`config.mk`:
```
export PLATFORM = sky130hd
export DESIGN_NAME = carfield_addr_map_rt
export DESIGN_NICKNAME = d
export VERILOG_FILES = /design/src/rtl/carfield_addr_map_rt.sv
export SDC_FILE = /design/constraint.sdc
export NUM_CORES = 2
export LEC_CHECK = 0
export ABC_AREA = 1
export BUFFER_PORTS_ARGS = -buffer_cell sky130_fd_sc_hd__buf_2
export CORE_MARGIN = 3
export CORE_UTILIZATION = 32
export CTS_BUF_LIST = sky130_fd_sc_hd__clkbuf_2 sky130_fd_sc_hd__clkbuf_4 sky130_fd_sc_hd__clkbuf_8
export DETAILED_ROUTE_END_ITERATION = 8
export PLACE_DENSITY_LB_ADDON = 0.25
export SETUP_SLACK_MARGIN = 0.5
export SLEW_MARGIN = 20
export SYNTH_ARGS = -nofsm -noshare
export SYNTH_HDL_FRONTEND = slang
export SYNTH_SLANG_ARGS = --single-unit
```
`constraint.sdc`:
```
create_clock -name clk_i -period 84.2 [get_ports clk_i]
set_input_delay 8.42 -clock clk_i [delete_from_list [all_inputs] [get_ports clk_i]]
set_output_delay 8.42 -clock clk_i [all_outputs]
set_load 0.01 [all_outputs]
```
`src/rtl/carfield_addr_map_rt.sv`:
```
// Runtime-programmable address map: shadow/active rule tables, 32-bit config port, registered decode.
// Latency: decode result one cycle after acceptance; config access completes in the request cycle.
// Backpressure: decode input stalls on a held output, an outstanding-count limit or a pending commit.
//   Shadow writes stall only during the one-cycle table swap.
// Ports:
//   clk_i, rst_i            clock, asynchronous active-high reset
//   cfg_*                   register access (valid/ready, zero wait states except shadow writes during SWAP)
//   dec_valid_i/ready_o     decode request handshake, dec_addr_i address to decode
//   dec_out_*/dec_idx_o     registered decode result (target index, dec_err_o = no rule matched)
//   done_i                  one decoded transaction has completed downstream
//   commit_done_o           one-cycle pulse in the first cycle the new active table is in use
module carfield_addr_map_rt #(
  parameter int NumRules       = 8,
  parameter int AddrWidth      = 48,
  parameter int IdxWidth       = 4,
  parameter int DefaultIdx     = 0,
  parameter int MaxOutstanding = 16
) (
  input  logic                 clk_i,
  input  logic                 rst_i,
  input  logic                 cfg_valid_i,
  input  logic                 cfg_write_i,
  input  logic [8:0]           cfg_addr_i,
  input  logic [31:0]          cfg_wdata_i,
  output logic                 cfg_ready_o,
  output logic [31:0]          cfg_rdata_o,
  output logic                 cfg_error_o,
  input  logic                 dec_valid_i,
  output logic                 dec_ready_o,
  input  logic [AddrWidth-1:0] dec_addr_i,
  output logic                 dec_out_valid_o,
  input  logic                 dec_out_ready_i,
  output logic [IdxWidth-1:0]  dec_idx_o,
  output logic                 dec_err_o,
  input  logic                 done_i,
  output logic                 commit_done_o
);

  localparam int HiW  = AddrWidth - 32;
  localparam int CntW = $clog2(MaxOutstanding) + 1;
  localparam logic [CntW-1:0] MaxCnt      = CntW'(MaxOutstanding);
  localparam logic [4:0]      NumRulesW   = 5'(NumRules);

  typedef enum logic [1:0] {IDLE, DRAIN, SWAP} state_e;

  state_e state_q;
  logic   commit_done_q;

  // Rule tables: shadow is written by software, active is used by the decoder.
  logic [AddrWidth-1:0] sh_start_q  [NumRules];
  logic [AddrWidth-1:0] sh_end_q    [NumRules];
  logic                 sh_en_q     [NumRules];
  logic [IdxWidth-1:0]  sh_idx_q    [NumRules];
  logic [AddrWidth-1:0] act_start_q [NumRules];
  logic [AddrWidth-1:0] act_end_q   [NumRules];
  logic                 act_en_q    [NumRules];
  logic [IdxWidth-1:0]  act_idx_q   [NumRules];

  logic                dec_vld_q, dec_err_q;
  logic [IdxWidth-1:0] dec_idx_q;
  logic [CntW-1:0]     cnt_q, cnt_d;

  // ---------------- config address decode ----------------
  logic       aligned, is_ctrl, is_stat, rule_ok, map_hit;
  logic [3:0] rsel;
  logic [2:0] roff;

  assign rsel    = cfg_addr_i[8:5];
  assign roff    = cfg_addr_i[4:2];
  assign aligned = (cfg_addr_i[1:0] == 2'b00);
  assign is_ctrl = (cfg_addr_i == 9'h100);
  assign is_stat = (cfg_addr_i == 9'h104);
  // CTRL/STATUS take precedence over a rule slot that would alias them (only if NumRules > 8).
  assign rule_ok = aligned && !is_ctrl && !is_stat && ({1'b0, rsel} < NumRulesW) && (roff <= 3'd4);
  assign map_hit = is_ctrl || is_stat || rule_ok;

  logic shadow_wr, shadow_stall, shadow_we, commit_req;
  assign shadow_wr    = cfg_valid_i && cfg_write_i && rule_ok;
  // The swap copies the shadow table this cycle, so hold writes until it is done.
  assign shadow_stall = shadow_wr && (state_q == SWAP);
  assign shadow_we    = shadow_wr && !shadow_stall;
  assign commit_req   = cfg_valid_i && cfg_write_i && is_ctrl && cfg_wdata_i[0];

  assign cfg_ready_o = cfg_valid_i && !shadow_stall;
  assign cfg_error_o = cfg_valid_i && !map_hit;

  logic [31:0] rd_rule, status;
  assign status = {16'h0, 8'(cnt_q), 7'h0, (state_q != IDLE)};

  always_comb begin
    rd_rule = '0;
    for (int i = 0; i < NumRules; i++) begin
      if (rsel == 4'(i)) begin
        case (roff)
          3'd0:    rd_rule = sh_start_q[i][31:0];
          3'd1:    rd_rule = 32'(sh_start_q[i][AddrWidth-1:32]);
          3'd2:    rd_rule = sh_end_q[i][31:0];
          3'd3:    rd_rule = 32'(sh_end_q[i][AddrWidth-1:32]);
          3'd4:    rd_rule = {sh_en_q[i], {(31-IdxWidth){1'b0}}, sh_idx_q[i]};
          default: rd_rule = '0;
        endcase
      end
    end
  end

  always_comb begin
    cfg_rdata_o = '0;
    if (cfg_valid_i && !cfg_write_i) begin
      if (is_stat)      cfg_rdata_o = status;
      else if (rule_ok) cfg_rdata_o = rd_rule;
    end
  end

  // ---------------- shadow table ----------------
  always_ff @(posedge clk_i or posedge rst_i) begin
    if (rst_i) begin
      for (int i = 0; i < NumRules; i++) begin
        sh_start_q[i] <= '0;
        sh_end_q[i]   <= '0;
        sh_en_q[i]    <= 1'b0;
        sh_idx_q[i]   <= '0;
      end
    end else if (shadow_we) begin
      for (int i = 0; i < NumRules; i++) begin
        if (rsel == 4'(i)) begin
          case (roff)
            3'd0: sh_start_q[i][31:0]          <= cfg_wdata_i;
            3'd1: sh_start_q[i][AddrWidth-1:32] <= cfg_wdata_i[HiW-1:0];
            3'd2: sh_end_q[i][31:0]            <= cfg_wdata_i;
            3'd3: sh_end_q[i][AddrWidth-1:32]   <= cfg_wdata_i[HiW-1:0];
            3'd4: begin
              sh_en_q[i]  <= cfg_wdata_i[31];
              sh_idx_q[i] <= cfg_wdata_i[IdxWidth-1:0];
            end
            default: ;
          endcase
        end
      end
    end
  end

  // ---------------- active table ----------------
  always_ff @(posedge clk_i or posedge rst_i) begin
    if (rst_i) begin
      for (int i = 0; i < NumRules; i++) begin
        act_start_q[i] <= '0;
        act_end_q[i]   <= '0;
        act_en_q[i]    <= 1'b0;
        act_idx_q[i]   <= '0;
      end
    end else if (state_q == SWAP) begin
      for (int i = 0; i < NumRules; i++) begin
        act_start_q[i] <= sh_start_q[i];
        act_end_q[i]   <= sh_end_q[i];
        act_en_q[i]    <= sh_en_q[i];
        act_idx_q[i]   <= sh_idx_q[i];
      end
    end
  end

  // ---------------- decode ----------------
  logic [IdxWidth-1:0] match_idx;
  logic                match_err;

  // Scan from the highest rule down so the lowest-numbered match is assigned last and wins.
  // An empty or inverted range (end <= start) can never satisfy both bounds.
  always_comb begin
    match_idx = IdxWidth'(DefaultIdx);
    match_err = 1'b1;
    for (int i = NumRules - 1; i >= 0; i--) begin
      if (act_en_q[i] && (dec_addr_i >= act_start_q[i]) && (dec_addr_i < act_end_q[i])) begin
        match_idx = act_idx_q[i];
        match_err = 1'b0;
      end
    end
  end

  logic dec_accept, out_hs, cnt_dec;
  assign dec_ready_o = (!dec_vld_q || dec_out_ready_i) && (state_q == IDLE) && (cnt_q < MaxCnt);
  assign dec_accept  = dec_valid_i && dec_ready_o;
  assign out_hs      = dec_vld_q && dec_out_ready_i;

  always_ff @(posedge clk_i or posedge rst_i) begin
    if (rst_i) begin
      dec_vld_q <= 1'b0;
      dec_idx_q <= '0;
      dec_err_q <= 1'b0;
    end else if (dec_accept) begin
      dec_vld_q <= 1'b1;
      dec_idx_q <= match_idx;
      dec_err_q <= match_err;
    end else if (out_hs) begin
      dec_vld_q <= 1'b0;
    end
  end

  assign dec_out_valid_o = dec_vld_q;
  assign dec_idx_o       = dec_idx_q;
  assign dec_err_o       = dec_err_q;

  // ---------------- outstanding counter ----------------
  // A completion with nothing outstanding is dropped rather than wrapping the counter.
  assign cnt_dec = done_i && (cnt_q != '0);

  always_comb begin
    cnt_d = cnt_q;
    if (out_hs && !cnt_dec)      cnt_d = cnt_q + 1'b1;
    else if (!out_hs && cnt_dec) cnt_d = cnt_q - 1'b1;
  end

  always_ff @(posedge clk_i or posedge rst_i) begin
    if (rst_i) cnt_q <= '0;
    else       cnt_q <= cnt_d;
  end

  // ---------------- commit FSM ----------------
  // The done pulse is raised in the cycle after SWAP, i.e. the first cycle decodes see the new table.
  always_ff @(posedge clk_i or posedge rst_i) begin
    if (rst_i) begin
      state_q       <= IDLE;
      commit_done_q <= 1'b0;
    end else begin
      commit_done_q <= (state_q == SWAP);
      case (state_q)
        IDLE:    if (commit_req) state_q <= DRAIN;
        DRAIN:   if (!dec_vld_q && (cnt_q == '0)) state_q <= SWAP;
        SWAP:    state_q <= IDLE;
        default: state_q <= IDLE;
      endcase
    end
  end

  assign commit_done_o = commit_done_q;

endmodule

```
# Word level (Yosys, flattened, before mapping)
# Cells that the tools add are included.
[word_totals]
register_bits = 1630
input_bits = 96
out_inout_bits = 42
elab_cells = 264
[classes]
addsub = 2
order_cmp = 19
n_eq_ne = 17
mux = 42
n_reduce_logical = 98
[op_table]
columns = ["cell", "count"]
rows = [
  ["$pmux W32 S5", 8],
  ["$ge A48 B48 Y1", 8],
  ["$lt A48 B48 Y1", 8],
  ["$mux W32", 11],
  ["$reduce_and A3 Y1", 40],
  ["$logic_and A1 B1 Y1", 37],
  ["$mux W4", 8],
  ["$eq A9 B9 Y1 const B", 2],
  ["$eq A4 B3 Y1 const B", 4],
  ["$mux W1", 10],
  ["$mux W5", 2],
  ["$eq A4 B2 Y1 const B", 2],
  ["$logic_not A1 Y1", 8],
  ["$eq A3 B2 Y1 const B", 2],
  ["$reduce_bool A2 Y1", 3],
  ["$add A5 B1 Y5 const B", 1],
  ["$logic_not A5 Y1", 1],
  ["$lt A5 B5 Y1 const B", 1],
  ["$reduce_bool A5 Y1", 1],
  ["$sub A5 B1 Y5 const B", 1],
  ["$eq A4 B1 Y1 const B", 1],
  ["$logic_not A2 Y1", 2],
  ["$logic_not A4 Y1", 1],
  ["$lt A4 B4 Y1 const B", 1],
  ["11 further kinds", 15],
]

# Depth between registers and ports, before layout
[depth]
depth_word = 13
mapped_depth = 25
ltp_nobuf = 25

# Least setup slack after synthesis
# OpenSTA, ideal clock, no wires.
[synth_timing]
path_type = "input port to output port"
startpoint = "input port cfg_addr_i[4]"
endpoint = "output port cfg_rdata_o[12]"
arrival_ns = 10.053
required_time_ns = 75.780
setup_slack_ns = 65.727
stages = 10
path_buffers = 3
cell_sequence = "inv_1 nand3_1 inv_2 buf_2 buf_2 clkbuf_1 a221oi_1 a21oi_1 a21oi_1 a211oi_1"
[synth_via]
elab_chain_cells = 13
word_cells_on_any_way = 33
cone_classes = "1 x order compare; 6 x eq/ne; 19 x mux; 7 x reduce/logical"
[synth_rtl]
columns = ["element", "line", "rtl"]
rows = [
  ["from (decl)", "23", "input logic [8:0] cfg_addr_i,"],
  ["$eq A3 B3 Y1, or another cell as far along", "94", "case (roff)"],
  ["$pmux W32 S5", "94", ""],
  ["$mux W32 (8 in a row)", "93", "if (rsel == 4'(i)) begin"],
  ["$mux W32", "110", "else if (rule_ok) cfg_rdata_o = rd_rule;"],
  ["$mux W32 (*)", "109", "if (is_stat) cfg_rdata_o = status;"],
  ["$mux W32 (*)", "108", "if (cfg_valid_i && !cfg_write_i) begin"],
  ["to (decl)", "26", "output logic [31:0] cfg_rdata_o,"],
]
# Every way passes the cells marked *; elsewhere a longest branch is shown, timed or not.

# Final worst setup path
[layout_timing]
startpoint = "input port cfg_addr_i[4]"
endpoint = "output port cfg_rdata_o[10]"
# The elaborated chain is that of the path after synthesis.

==> impl_metrics.env <==
export IMPL_worst_pin_slew_ns=1.217
export IMPL_clk_latency_ns=1.08
export IMPL_routed_via_density=5.311
export IMPL_clk_path_buf_depth=4
export IMPL_finalWeightedCongestion=0.9316
export IMPL_critical_path_depth_in_cells=17
export IMPL_post_synth_instance_area_sq_um=83550
export IMPL_net_switching_fraction_of_the_power_pct=26.32
export IMPL_dieHeight_um=517.0
export IMPL_syn_inst=9710
export IMPL_top_ff_cell_synth="dfrtp_1"
export IMPL_post_dp_hpwl_um=221600
export IMPL_crit_type="in2out"
export IMPL_timing_critical_path_required_ns=75.78
export IMPL_fraction_of_final_layout_cells_with_drive_strength_greater_than_1_pct=8.384
export IMPL_die_area_sq_um=267300
export IMPL_setup_worst_path_start_class="primary input"
export IMPL_floorplan_initialDensity_pct=32.34
export IMPL_final_util_pct=36.32
export IMPL_power_frac_clock_pct=46.3
export IMPL_global_route_wire_length_before_repair_um=468000
export IMPL_placed_cells_incl_taps=12830
export IMPL_gr_usage_met3_pct=4.962
export IMPL_p_int_mw=1.285
export IMPL_cts_sink_count=1630
export IMPL_type_of_the_worst_min_delay_path="reg2reg"
export IMPL_power_sequential_fraction_pct=45.6
export IMPL_wl_um=320600
export IMPL_r2r_cells=20
export IMPL_critical_path_reg2reg_endpoint="dec_idx_o[1]$_DFFE_PP0P_"
export IMPL_p_switching_mw=0.4591
export IMPL_cts_root_buffer_cell="clkbuf_8"
export IMPL_ff2ff_setup_slack_ns=79.44
export IMPL_synth_nets=10570
export IMPL_finalSetupTns_ns=0
export IMPL_sequential_area_share_after_synthesis_pct=48.82
export IMPL_synth_enable_flop_cells=0
export IMPL_status="finished clean"
export IMPL_period_minus_slack_ns=21.10
export IMPL_route_detailed_wl_per_inst_um=24.00
export IMPL_post_cts_hold_fix_bufs=0
export IMPL_layout_filler_cells=26400
export IMPL_path_clk_slew_ns=0.06
export IMPL_most_common_layout_cells="2,549 x nand2_1, 1,751 x o21ai_0, 1,630 x dfrtp_1, 1,006 x inv_1, 764 x ha_1"
export IMPL_number_of_gates_given_a_new_drive_strength_after_cts=0
export IMPL_drc_errors=0
export IMPL_p_leak_nw=41.86
export IMPL_rsz_0062_raised_after_global_routing="false"
export IMPL_worst_path_max_fanout=114
export IMPL_slowest_cp_cell="buf_4"
export IMPL_rows=186
export IMPL_first_pass_drt_iterations=8
export IMPL_synthesis_area_per_instance_sq_um=8.605
export IMPL_max_cap_viol_count=0
export IMPL_globalRouteMet1Util_pct=33.99
export IMPL_grt_use_total_pct=23.71
export IMPL_power_density_nw_per_um2=18.59
export IMPL_post_route_period_util_pct=25.06
export IMPL_synthArstFlopShare_pct=100.0
export IMPL_worst_setup_path_endpoint="cfg_rdata_o[10]"
export IMPL_r2r_start="act_start_q[47]$_DFFE_PP0P_"
export IMPL_worst_path_dominant_cell_family="buffers and inverters"
export IMPL_fmax_mhz=47.38
export IMPL_total_core_area_sq_um=258300
export IMPL_ys_types=57
export IMPL_postCtsSetupRepairBufs=0
export IMPL_synth_seq_cells=1630
export IMPL_ioPinCount=138
export IMPL_pin_count_of_the_biggest_net_entering_global_routing=238
export IMPL_yosysWarnings=0
export IMPL_finalMaxSlewViolations=0
export IMPL_buffer_ports_inserted=137
export IMPL_areaGrowthSynthToFinish_pct=12.29
export IMPL_hold_violations=0
export IMPL_cts_tree="built"
export IMPL_setup_worst_path_end_class="output pin"
export IMPL_max_slew_margin_rel_pct=18.22
export IMPL_timing_critical_path_from="cfg_addr_i[4]"
export IMPL_clock_skew_ns=0.1274
export IMPL_grt_overflow=0
export IMPL_power_ir_vdd_worst_mv=0.01302
export IMPL_groute_layer_met2_usage_pct=34.87
export IMPL_worst_path_largest_cell_delay_ns=0.78
export IMPL_antenna_violating_nets_post_route=0
export IMPL_mostFrequentLayoutCell="nand2_1"
export IMPL_cts_buffers_inserted=314
export IMPL_busiest_layer="met2"
export IMPL_dieWidth_um=517.0
export IMPL_cp_data_arrival_time_ns=12.68
export IMPL_vias=70940
export IMPL_finalSetupViolations=0
export IMPL_vias_in_the_first_global_route=67560
export IMPL_final_nets=10620
export IMPL_antenna_found_initial=45
export IMPL_timing_critical_path_buf_inv=6
export IMPL_power_frac_comb_pct=8.0
export IMPL_h_tree_level_count=5
export IMPL_crit_chain="buf_2 -> inv_1 -> nand3_1 -> buf_4 -> inv_8 -> buf_4 -> nand2_1 -> nand3_1 -> a21oi_1 -> o21ai_0 -> o21ai_0 -> o211ai_1 -> nand2_1 -> o211ai_1 -> a21oi_1 -> a211oi_1 -> buf_2"
export IMPL_dr_first_iter_drc_count=7455
export IMPL_layout_cells_non_filler=13360
-- cell type report --
type,instances,area (sq um),area share (%)
Clock inverter,25,192.7,0.2054
Inverter,1023,3867,4.122
Clock buffer,487,6077,6.477
Sequential cell,1630,40790,43.48
Timing Repair Buffer,250,1608,1.714
Antenna cell,15,37.54,0.04001
Multi-Input combinational cell,6544,37010,39.45
Tap cell,3384,4234,4.513
-- flip-flops by register name, summed over array words and instances (netlist names) --
register	cells
act_en_q	8
sh_en_q	8
sh_start_q	384
dec_out_valid_o	1
act_idx_q	32
cnt_q	5
state_q	2
sh_idx_q	32
commit_done_o	1
dec_idx_o	4
dec_err_o	1
act_start_q	384
sh_end_q	384
act_end_q	384
-- synthesized netlist by cell type, types with 3 or more instances --
master	n	area [sq um]
nor2_4	8	90.09
clkinv_1	3	11.26
buf_1	8	30.03
or2_0	4	25.02
buf_2	72	360.4
nor4_1	21	131.4
a41oi_1	11	96.34
o31ai_1	4	30.03
a22o_1	128	1121
o2111ai_1	11	96.34
a221oi_1	92	805.8
dfrtp_1	1630	40790
o211ai_1	52	390.4
o22ai_1	3	18.77
nor3_1	44	220.2
inv_2	10	37.54
nand2_2	18	112.6
buf_4	5	37.54
o21ai_0	1751	8763
o21a_1	28	210.2
a22oi_1	20	150.1
ha_1	764	9559
nor2_1	178	668.1
o21bai_1	7	52.55
inv_1	1010	3791
nor3_2	3	30.03
o311ai_1	3	26.28
a21o_1	12	90.09
a21oi_1	464	2322
and3_1	5	31.28
o221ai_1	8	70.07
nand4_1	89	556.8
a31oi_1	15	93.84
nand2_1	2557	9598
o21ai_1	36	180.2
clkbuf_1	428	1607
nor2_2	3	18.77
nand3_1	136	680.7
a32o_1	7	70.07
nand3b_1	5	37.54
a211oi_1	12	90.09
a221o_1	25	250.2
-- cell families (layout without fill, tap and decap cells) --
group | Yosys count | after routing | share of synthesized area (%)
AO/OA/AOI/OAI | 2696 | 2696 | 17.94
XOR/XNOR | 2 | 2 | 0.02097
adder cells (fa/ha/maj) | 765 | 765 | 11.46
buffers and inverters | 1536 | 1785 | 7.031
flip-flops | 1630 | 1630 | 48.82
other | 0 | 15 | 0
AND/OR/NAND/NOR | 3081 | 3081 | 14.73
-- power by group through the flow --
stage	Sequential (mW)	Clock, mW	Combinational (mW)
floorplan	0.810	0	0.0788
global placement	0.810	0	0.137
detailed placement	0.810	0	0.140
CTS	0.796	0.825	0.141
global route	0.796	0.862	0.157
finish	0.796	0.808	0.140
-- metrics by stage --
step	worst slack [ns]	hold slack (ns)	total power [mW]	cell area, sq um
after floorplan	29.78	0.4422	0.8887	83550
after global placement	63.27	0.4564	0.9468	87440
after detailed placement	63.19	0.4612	0.9503	87440
after CTS	63.19	0.4570	1.762	93710
after global routing	62.97	0.5025	1.815	93800
final	63.10	0.4499	1.744	93820
-- how the worst min path moves through the flow --
stage / from / endpoint / slack [ns] / cells after the start
after CTS: sh_idx_q[10]$_DFFE_PP0P_ / act_idx_q[10]$_DFFE_PP0P_ / 0.46 / 2
final: sh_idx_q[10]$_DFFE_PP0P_ / act_idx_q[10]$_DFFE_PP0P_ / 0.45 / 2
after detailed placement: act_idx_q[21]$_DFFE_PP0P_ / act_idx_q[21]$_DFFE_PP0P_ / 0.46 / 2
after floorplan: act_idx_q[20]$_DFFE_PP0P_ / act_idx_q[20]$_DFFE_PP0P_ / 0.44 / 2
after global routing: act_end_q[48]$_DFFE_PP0P_ / act_end_q[48]$_DFFE_PP0P_ / 0.50 / 2
after global placement: act_idx_q[20]$_DFFE_PP0P_ / act_idx_q[20]$_DFFE_PP0P_ / 0.46 / 2
-- worst min-delay path, delay by kind of cell, from the launching register on --
family,cells,cell delay [ns]
simple gates,1,0.06
compound gates,1,0.06
flops,1,0.36
-- layer usage --
metal / share of wire, % / routed length, um / vias up
met5: 0.011 / 34 / -
met4: 3.9 / 12540 / 4
met3: 8.8 / 28170 / 591
met2: 43 / 136900 / 3071
met1: 45 / 143000 / 34690
li1: - / - / 32580
(Power assumes the default switching activity.)
